## config.mk

```make
export PLATFORM = sky130hd
export DESIGN_NAME = button_repeat
export DESIGN_NICKNAME = d
export VERILOG_FILES = /design/src/rtl/button_repeat.sv
export SDC_FILE = /design/constraint.sdc
export NUM_CORES = 1
export LEC_CHECK = 0
export BUFFER_PORTS_ARGS = -buffer_cell sky130_fd_sc_hd__buf_2
export CAP_MARGIN = 20
export CORE_MARGIN = 8
export CORE_UTILIZATION = 30
export DETAILED_ROUTE_END_ITERATION = 12
export GPL_ROUTABILITY_DRIVEN = 0
export PLACE_DENSITY = 0.45
export SLEW_MARGIN = 20
export SYNTH_ARGS = -nofsm -noshare
export SYNTH_HDL_FRONTEND = slang
export SYNTH_SLANG_ARGS = --single-unit
```

## constraint.sdc

```tcl
create_clock -name clk -period 6.3 [get_ports clk]
set_clock_uncertainty 0.1 [all_clocks]
set_input_delay 1.575 -clock clk [delete_from_list [all_inputs] [get_ports clk]]
set_output_delay 1.575 -clock clk [all_outputs]
set_load 0.1 [all_outputs]
```

## src/rtl/button_repeat.sv

```systemverilog
// button_repeat: turns a debounced button level into press/release pulses,
// typematic auto-repeat pulses, a long-press flag and a per-press repeat count.
// Every output is registered; nothing passes combinationally from input to output.
module button_repeat #(
    parameter int DELAY_CYCLES  = 25_000_000,
    parameter int REPEAT_CYCLES = 5_000_000,
    parameter int LONG_CYCLES   = 100_000_000,
    parameter int CNT_W         = 27
) (
    input  logic       clk,
    input  logic       rst_n,
    input  logic       enable,
    input  logic       level_in,
    output logic       press_pulse,
    output logic       release_pulse,
    output logic       repeat_pulse,
    output logic       step_pulse,
    output logic       held,
    output logic       long_press,
    output logic [7:0] repeat_count
);

    typedef enum logic [1:0] {IDLE, DELAY, REPEAT} state_t;

    localparam logic [CNT_W-1:0] DELAY_LAST  = CNT_W'(DELAY_CYCLES - 1);
    localparam logic [CNT_W-1:0] REPEAT_LAST = CNT_W'(REPEAT_CYCLES - 1);
    localparam logic [CNT_W-1:0] LONG_LAST   = CNT_W'(LONG_CYCLES - 1);
    localparam logic [CNT_W-1:0] LONG_PRE    = CNT_W'(LONG_CYCLES - 2);

    state_t           state;
    logic [CNT_W-1:0] cnt;
    logic [CNT_W-1:0] hold_time;
    logic             level_prev;
    // Cleared by reset and set after the first sampled edge. level_prev resets
    // to 0, so without this a button already held through reset would look
    // like a fresh rise on the first edge; the press must be re-made instead.
    logic             armed;

    logic rise;
    logic interval_done;

    assign rise          = level_in & ~level_prev & armed;
    assign interval_done = ((state == DELAY)  && (cnt == DELAY_LAST)) ||
                           ((state == REPEAT) && (cnt == REPEAT_LAST));

    // Event FSM: press/delay/repeat sequencing, hold timer and registered outputs.
    always_ff @(posedge clk or negedge rst_n) begin
        if (!rst_n) begin
            state         <= IDLE;
            cnt           <= '0;
            hold_time     <= '0;
            level_prev    <= 1'b0;
            armed         <= 1'b0;
            press_pulse   <= 1'b0;
            release_pulse <= 1'b0;
            repeat_pulse  <= 1'b0;
            step_pulse    <= 1'b0;
            held          <= 1'b0;
            long_press    <= 1'b0;
            repeat_count  <= '0;
        end else begin
            level_prev    <= level_in;
            armed         <= 1'b1;
            press_pulse   <= 1'b0;
            release_pulse <= 1'b0;
            repeat_pulse  <= 1'b0;
            step_pulse    <= 1'b0;

            if (!enable) begin
                // Disabling silently drops any press in progress: no release event.
                state        <= IDLE;
                cnt          <= '0;
                hold_time    <= '0;
                held         <= 1'b0;
                long_press   <= 1'b0;
                repeat_count <= '0;
            end else begin
                case (state)
                    IDLE: begin
                        if (rise) begin
                            state        <= DELAY;
                            cnt          <= '0;
                            hold_time    <= '0;
                            repeat_count <= '0;
                            press_pulse  <= 1'b1;
                            step_pulse   <= 1'b1;
                            held         <= 1'b1;
                        end
                    end
                    DELAY, REPEAT: begin
                        if (!level_in) begin
                            // Release wins over any repeat/long event due this edge.
                            state         <= IDLE;
                            release_pulse <= 1'b1;
                            held          <= 1'b0;
                            long_press    <= 1'b0;
                            cnt           <= '0;
                            hold_time     <= '0;
                        end else begin
                            if (hold_time != LONG_LAST)
                                hold_time <= hold_time + CNT_W'(1);
                            if (hold_time == LONG_PRE)
                                long_press <= 1'b1;
                            if (interval_done) begin
                                state        <= REPEAT;
                                cnt          <= '0;
                                repeat_pulse <= 1'b1;
                                step_pulse   <= 1'b1;
                                if (repeat_count != 8'hFF)
                                    repeat_count <= repeat_count + 8'd1;
                            end else begin
                                cnt <= cnt + CNT_W'(1);
                            end
                        end
                    end
                    default: state <= IDLE;
                endcase
            end
        end
    end

endmodule

```

==> results of run 1 <==
tightest hold or removal path, stage by stage, from the launching register on:
cell and delay [ns]:
dfrtp_1 0.34, nand2_1 0.04, o21ai_0 0.06
how the worst min path moves through the flow:
stage / startpoint / end / slack (ns) / depth (start not counted)
floorplan: hold_time[15] / hold_time[15] / 0.36 / 1
global placement: held / held / 0.37 / 2
detailed placement: held / held / 0.37 / 2
CTS: held / held / 0.39 / 2
global route: hold_time[15] / hold_time[15] / 0.42 / 1
finish: held / held / 0.38 / 2
sequential cells by signal, summed over array words and instances, names as in the netlist:
register	flops
hold_time	27
cnt	27
repeat_count	8
repeat_pulse	1
long_press	1
armed	1
release_pulse	1
press_pulse	1
step_pulse	1
level_prev	1
held	1
state	2
logic make-up (layout without fill, tap and decap cells):
kind of cell	count (synthesis)	after routing
buffers and inverters	34	51
muxes	1	1
xor gates and xnor gates	22	22
and+or+nand+nor	215	215
adders and majority gates	9	9
DFF	72	72
other	1	1
AOI/OAI and AO/OA	92	92
metal layers:
layer  part of all wire, %  global-route usage [%]
met3                   3.9                   3.558
met1                    49                   16.74
met4                   1.1                   4.732
met2                    46                   19.81
met5                     0                       0
area by class of cell:
class	instances	area, um2
clock buffer	13	270.3
inverter	13	48.80
fill	1349	8652
sequential	72	1802
clock inverter	3	15.01
multi-input combinational	340	2165
timing repair buffer	22	122.6
tap	176	220.2
per-stage QoR:
stage	worst slack, ns	cell area, um2	hold WS, ns	power (mW)	util (%)
after global placement	2.767	4353	0.3707	0.6623	32.74
after detailed placement	2.714	4353	0.3736	0.6642	32.74
after floorplan	3.242	4105	0.3587	0.6024	-
final	3.020	4643	0.3767	1.147	34.92
after global routing	2.831	4643	0.4246	1.211	34.92
after CTS	3.057	4638	0.3868	1.166	34.89
power breakdown:
group	switching (mW)	leakage [nW]	internal, mW	total [mW]
Sequential	0.00799	0.999	0.471	0.479
Clock	0.197	0.145	0.297	0.494
Combinational	0.139	0.755	0.0355	0.174
Total	0.343	1.90	0.804	1.15
cell usage in the layout, fill, tap and decap left out, types with 9 or more instances in the layout:
master     synthesis  final
o21ai_0           21     21
nand3_1           33     33
and3_1            13     13
inv_1             13     13
nor2_1            35     35
a21oi_1           18     18
or4_1             15     15
dfrtp_1           72     72
clkbuf_16          0      9
nand2_1           45     45
buf_2              3     17
o31ai_1           13     13
nand4_1           21     21
xor2_1            17     17
ha_1               9      9
synthesized netlist by cell type, types with 4 or more instances:
library cell	instances
o31ai_1	13
o211ai_1	7
a21oi_1	18
o41ai_1	6
or3_1	4
o21ai_0	21
nor2_1	35
o311ai_0	4
or4_1	15
nand2_1	45
nand4_1	21
clkbuf_1	16
xnor2_1	5
and4_1	8
nand3_1	33
nand2b_1	4
nor4b_1	8
xor2_1	17
a22oi_1	4
inv_1	13
and3_1	13
ha_1	9
a31oi_1	4
dfrtp_1	72
==> results.json, run 1 <==
{
  "clkSinkCount": 72,
  "core-area_um2": 13300,
  "fin_nets": 471,
  "crit_start": "enable",
  "synthTopCellsByArea": "dfrtp_1, nand2_1, nand3_1, xor2_1, nand4_1",
  "drc": 0,
  "setup_viol": 0,
  "worstSkewPairLatency_ns": 0.34,
  "synth_top_family_by_area": "simple AND/OR/NAND/NOR gates",
  "synthCells": 446,
  "synth-simple-area-share_pct": 30.02,
  "hpwl_um": 7188,
  "die_w_um": 133.0,
  "fin_setup_tns_ns": 0,
  "clkTransAtPathRegs_ns": 0.06,
  "path_class": "in -> reg",
  "synth_fa_ha_area_share_pct": 2.743,
  "finalNonFillerCells": 639,
  "cp.arrival_ns": 3.43,
  "max_freq_mhz": 304.9,
  "synth_area_per_cell_um2": 9.204,
  "synth-main-ff-cell": "dfrtp_1",
  "cts-root-buf": "clkbuf_16",
  "post_drt_wl_per_cell_um": 16.84,
  "synth-async-reset-ratio_pct": 100.0,
  "grt_max_degree": 73,
  "status": "completed",
  "drt_iter0_drc": 209,
  "synthesis.area_um2": 4105,
  "start_kind": "input pin",
  "antenna_cells": 0,
  "ctsResizeCount": 0,
  "min_path_type": "reg -> reg",
  "antenna_left": 0,
  "max_slew.worst_pin.slew_ns": 1.029,
  "cts_setup_buffers": 0,
  "path_depth": 6,
  "powerDensity_nw_per_um2": 247.1,
  "htreeDepth": 3,
  "drive_gt1_share_pct": 10.37,
  "reg2reg_depth": 8,
  "critPathCapture": "hold_time[5]",
  "synth_mux_area_share_pct": 0.2438,
  "die-area_um2": 17680,
  "yosysWarnings": 0,
  "cp_slowest_cell": "or4_1",
  "drt_pass1_iterations": 4,
  "area_growth_pct": 13.11,
  "worstReg2RegEnd": "cnt[2]",
  "rows": 42,
  "track_usage_pct": 12.85,
  "hold_viol_final": 0,
  "portBuffers": 17,
  "post-place-cells": 622,
  "period_share_pct": 52.06,
  "path_cells": "buf_2 > and3_1 > buf_4 > nand2_1 > or4_1 > a22oi_1",
  "synthesis.nets": 459,
  "synth_xor_area_share_pct": 4.694,
  "drv_cap": 0,
  "reg2reg_setup_slack_ns": 3.22,
  "gr-total-overflow": 0,
  "synth_top_cell_area_share_pct": 43.89,
  "rsz0062_at_grt": "no",
  "rr_startpoint": "state[1]",
  "slew_headroom_pct": 30.90,
  "cts_tree": "yes",
  "io_pins": 18,
  "clock_path_buffers": 2,
  "cts_buffers": 9,
  "die_h_um": 133.0,
  "routed_wirelength_um": 10760,
  "critPathMaxFanout": 20,
  "path_delay_family": "simple AND/OR/NAND/NOR gates",
  "grt_pass1_wl_um": 18470,
  "synth_cell_type_count": 57,
  "antenna_found_initial": 0,
  "synth_edf_count": 0,
  "drv_slew": 0,
  "start_util_pct": 30.88,
  "routed_via_density": 5.554,
  "required_ns": 6.45,
  "irDropWorstVdd_mv": 0.1213,
  "p_leak_nw": 1.899,
  "critPathMaxStageDelay_ns": 0.62,
  "yosysSeqAreaShare_pct": 43.89,
  "ys_ff_latch": 72,
  "hold_buffers": 0,
  "grt_pass1_vias": 3534,
  "synth_compound_area_share_pct": 14.93,
  "crit_buf_inv": 2,
  "dr_total_vias": 3549,
  "endpoint_kind": "flip-flop",
  "yosysTopAreaCell": "dfrtp_1",
  "period_minus_slack_ns": 3.280
}
(Power assumes the default switching activity.)
==> run 2: changes to the inputs <==
- PLACE_DENSITY: 0.45 -> 0.46
- clock period: 6.3 -> 3 ns (I/O delays scaled with it)
==> run 2 against run 1 <==
Against the previous run: count of clock-buffer cells in the layout rose by 1; largest power group unchanged; clock power rose by 140%; hold slack got worse by 0.062 ns; combinational power rose by 120%.
==> results.json, run 2 (synthesis results as in run 1) <==
{
  "die-area_um2": 17680,
  "track_usage_pct": 12.88,
  "fin_area_um2": 4780,
  "drv_cap": 0,
  "start_kind": "flip-flop",
  "start_util_pct": 30.88,
  "endpoint_kind": "flip-flop",
  "portBuffers": 17,
  "grt_pass1_vias": 3622,
  "slew_headroom_pct": 48.22,
  "finalNonFillerCells": 647,
  "post-place-cells": 631,
  "irDropWorstVdd_mv": 0.3015,
  "crit_buf_inv": 0,
  "place_worst_setup_slack_ns": 0.4238,
  "p_seq_share_pct": 38.9,
  "required_ns": 3.15,
  "intPower_mw": 1.884,
  "drc": 0,
  "core-area_um2": 13300,
  "clock_path_buffers": 2,
  "cp.arrival_ns": 2.72,
  "p_leak_nw": 1.965,
  "io_pins": 18,
  "drt_pass1_iterations": 4,
  "rsz0062_at_grt": "no",
  "powerDensity_nw_per_um2": 541.2,
  "fin_setup_tns_ns": 0,
  "clkSinkCount": 72,
  "cts_setup_buffers": 0,
  "routed_via_density": 5.536,
  "die_w_um": 133.0,
  "status": "completed",
  "path_delay_family": "simple AND/OR/NAND/NOR gates",
  "grt_max_degree": 42,
  "postLayoutCoreUtil_pct": 35.95,
  "p_sw_share_pct": 27.18,
  "grt_pass1_wl_um": 18720,
  "drive_gt1_share_pct": 11.68,
  "critPathMaxStageDelay_ns": 0.60,
  "routed_wirelength_um": 10920,
  "max_slew.worst_pin.slew_ns": 0.7571,
  "dr_total_vias": 3582,
  "max_freq_mhz": 390.1,
  "setup_viol": 0,
  "hold_buffers": 0,
  "place_area_um2": 4446,
  "clockPowerShare_pct": 46.2,
  "die_h_um": 133.0,
  "htreeDepth": 3,
  "ctsResizeCount": 0,
  "antenna_cells": 0,
  "period_share_pct": 85.46,
  "reg_top3": "cnt (27), hold_time (27), repeat_count (8)",
  "worstSkewPairLatency_ns": 0.33,
  "layout_setup_ws_ns": 0.4362,
  "gr-total-overflow": 0,
  "post_drt_wl_per_cell_um": 16.88,
  "final_cell_mix": "dfrtp_1, nand2_1, nor2_1",
  "period_minus_slack_ns": 2.564,
  "hpwl_um": 7487,
  "critPathMaxFanout": 21,
  "min_path_type": "in -> async",
  "drv_slew": 0,
  "power_mw": 2.587,
  "cts_buffers": 9,
  "cts-root-buf": "clkbuf_16",
  "path_class": "reg -> reg",
  "net-switching-power_mw": 0.7031,
  "comb_power_share_pct": 14.9,
  "fin_nets": 479,
  "hold_viol_final": 0,
  "clkTransAtPathRegs_ns": 0.06,
  "cp_slowest_cell": "or4_1",
  "final_common_cell": "dfrtp_1",
  "fin_hold_ws_ns": 0.3147,
  "rows": 42,
  "area_growth_pct": 16.43,
  "path_cells": "ha_1 > and4_1 > nand4_1 > a211o_1 > or4_1 > a21oi_1",
  "cts_tree": "yes",
  "antenna_left": 0,
  "drt_iter0_drc": 240,
  "antenna_found_initial": 0
}
[run 2: cell count changes in the layout (fill, tap and decap cells not counted), sizes merged]
cell / previous run / this run
clkbuf: 13 / 14
bufinv: 0 / 2
clkinv: 3 / 0
buf: 22 / 30
[run 2: routing by layer]
layer	up-vias	routed length [um]	GRT usage (%)	share of wire (%)
met2	57	5040	20.43	46
met5	-	0	0	0
met4	0	186	5.300	1.7
met3	17	426	2.763	3.9
met1	1788	5269	16.59	48
li1	1720	-	-	-
[run 2: worst paths after layout]
kind	cells after the start	startpoint	end	slack, ns
setup reg to reg	6	cnt[0]	repeat_count[7]	0.44
hold / removal	1	rst_n	hold_time[17]	0.31
max in group asynchronous	2	rst_n	cnt[7]	1.89
setup / recovery	6	cnt[0]	repeat_count[7]	0.44
min in group clk	1	hold_time[15]	hold_time[15]	0.41
hold reg to reg	1	hold_time[15]	hold_time[15]	0.41
[run 2: area by class of cell]
class | count | area, um2
fillers | 1330 | 8516
multi-input cells | 340 | 2165
flip-flops and latches | 72 | 1802
clock buffers | 14 | 274.0
well taps | 176 | 220.2
repair buffers | 30 | 210.2
clock inverters | 2 | 60.06
inverters | 13 | 48.80
[run 2: power by group through the flow]
stage,sequential (mW),combinational (mW),clock [mW]
floorplan,1.05,0.210,0
global placement,1.02,0.384,0
detailed placement,1.02,0.390,0
CTS,1.01,0.391,1.23
global route,1.01,0.427,1.28
finish,1.01,0.385,1.19
==> run 3: changes to the inputs <==
==> constraint.sdc (replaced) <==
create_clock -name clk -period 3 [get_ports clk]
set_clock_uncertainty 0.1 [all_clocks]
set_input_delay 0.3 -clock clk [delete_from_list [all_inputs] [get_ports clk]]
set_output_delay 0.3 -clock clk [all_outputs]
set_load 0.1 [all_outputs]
==> run 3 against run 2 <==
Against the previous run: sequential power about the same; via count decreased by 1.5%; power decreased by 8.8%; count of clock-buffer cells in the layout fell by 2; hold slack lost 0.31 ns; final cell count shrank 0.77%; sequential cell count is the same; maximum frequency is 2.2% higher; non-clock buffer count decreased by 2.
==> results.json, run 3 (synthesis results as in run 1) <==
{
  "cts_buffers": 9,
  "ctsResizeCount": 0,
  "track_usage_pct": 13.06,
  "postLayoutCoreUtil_pct": 35.20,
  "antenna_left": 0,
  "hpwl_um": 7448,
  "hold_buffers": 0,
  "place_area_um2": 4418,
  "drc": 0,
  "fin_hold_ws_ns": 0.00002054,
  "path_class": "reg -> reg",
  "required_ns": 3.15,
  "max_freq_mhz": 398.7,
  "cp.arrival_ns": 2.66,
  "routed_via_density": 5.495,
  "cts_setup_buffers": 0,
  "comb_power_share_pct": 15.8,
  "portBuffers": 17,
  "rows": 42,
  "gr-total-overflow": 0,
  "drv_slew": 0,
  "max_slew.worst_pin.slew_ns": 0.9641,
  "drive_gt1_share_pct": 10.94,
  "drv_cap": 0,
  "hold_viol_final": 0,
  "start_kind": "flip-flop",
  "grt_pass1_wl_um": 18770,
  "status": "completed",
  "num-fill-cells": 1393,
  "fin_setup_tns_ns": 0,
  "cts_tree": "yes",
  "net-switching-power_mw": 0.6934,
  "core-area_um2": 13300,
  "grt_pass1_vias": 3632,
  "intPower_mw": 1.666,
  "powerDensity_nw_per_um2": 504.2,
  "die_w_um": 133.0,
  "p_seq_share_pct": 42.7,
  "p_sw_share_pct": 29.39,
  "critPathMaxFanout": 21,
  "final_cell_mix": "dfrtp_1, nand2_1, nor2_1",
  "antenna_found_initial": 0,
  "dr_total_vias": 3528,
  "clockPowerShare_pct": 41.5,
  "cts-root-buf": "clkbuf_16",
  "die_h_um": 133.0,
  "worstSkewPairLatency_ns": 0.34,
  "setup_viol": 0,
  "routed_wirelength_um": 10820,
  "slew_headroom_pct": 35.73,
  "io_pins": 18,
  "endpoint_kind": "flip-flop",
  "min_path_type": "in -> async",
  "start_util_pct": 30.88,
  "die-area_um2": 17680,
  "grt_max_degree": 73,
  "period_share_pct": 83.61,
  "drt_iter0_drc": 232,
  "reg_top3": "cnt (27), hold_time (27), repeat_count (8)",
  "drt_pass1_iterations": 4,
  "clkSinkCount": 72,
  "clkTransAtPathRegs_ns": 0.05,
  "p_leak_nw": 1.919,
  "htreeDepth": 3,
  "irDropWorstVdd_mv": 0.2694,
  "fin_area_um2": 4679,
  "clock_path_buffers": 2,
  "rsz0062_at_grt": "no",
  "period_minus_slack_ns": 2.508,
  "fin_nets": 477,
  "area_growth_pct": 13.99,
  "post_drt_wl_per_cell_um": 16.85,
  "antenna_cells": 0,
  "final_common_cell": "dfrtp_1"
}
==> run 3: changes by cell type in the layout (fill, tap and decap cells not counted) <==
cell,before,now
clkinv_2,0,1
clkbuf_8,3,2
clkbuf_1,2,1
buf_12,2,1
bufinv_16,2,0
buf_4,12,11
==> run 3: worst paths after layout <==
check / from / depth (start not counted) / slack, ns / endpoint
worst max-delay path: state[1] / 7 / 0.49 / repeat_count[6]
worst min-delay path: rst_n / 1 / 0.00002 / hold_time[17]
worst max register to register: state[1] / 7 / 0.49 / repeat_count[6]
worst min register to register: hold_time[15] / 1 / 0.40 / hold_time[15]
max in group asynchronous: rst_n / 1 / 2.15 / cnt[6]
min in group clk: level_in / 1 / 0.07 / level_prev
==> run 3: routing by layer <==
metal / global-route usage [%] / share of wire [%] / routed length (um)
met5: 0 / 0 / 0
met2: 20.43 / 46 / 4987
met1: 16.84 / 48 / 5220
met4: 6.372 / 2.0 / 211
met3: 2.574 / 3.7 / 395
==> run 3: layout make-up <==
cell class	instances	area [um2]	share of cell area, %
Clock buffer	12	256.5	5.481
Sequential cell	72	1802	38.50
Multi-Input combinational cell	340	2165	46.26
Inverter	13	48.80	1.043
Clock inverter	1	5.005	0.1070
Timing Repair Buffer	28	182.7	3.904
Tap cell	176	220.2	4.706
==> run 3: power by group through the flow <==
stage	Clock, mW	Combinational, mW	Sequential [mW]
after floorplan	0	0.210	1.05
final	0.980	0.373	1.01
after global routing	1.04	0.417	1.01
after CTS	1.01	0.381	1.01
after detailed placement	0	0.379	1.02
after global placement	0	0.377	1.02
==> run 3: per-stage QoR <==
step | setup slack, ns | std cells | power, mW
3_5_place_dp | 0.4998 | 629 | 1.402
2_1_floorplan | 0.4698 | 446 | 1.265
3_3_place_gp | 0.5206 | 629 | 1.399
6_report | 0.4918 | 642 | 2.360
5_1_grt | 0.3067 | 642 | 2.471
4_1_cts | 0.4710 | 642 | 2.395
==> run 3: worst max-delay path, cell delays in order (launching register included) <==
cell	delay, ns
dfrtp_1	0.40
inv_1	0.13
ha_1	0.17
and4bb_2	0.24
nand4_1	0.12
a211o_1	0.53
or4_1	0.58
a21oi_1	0.16
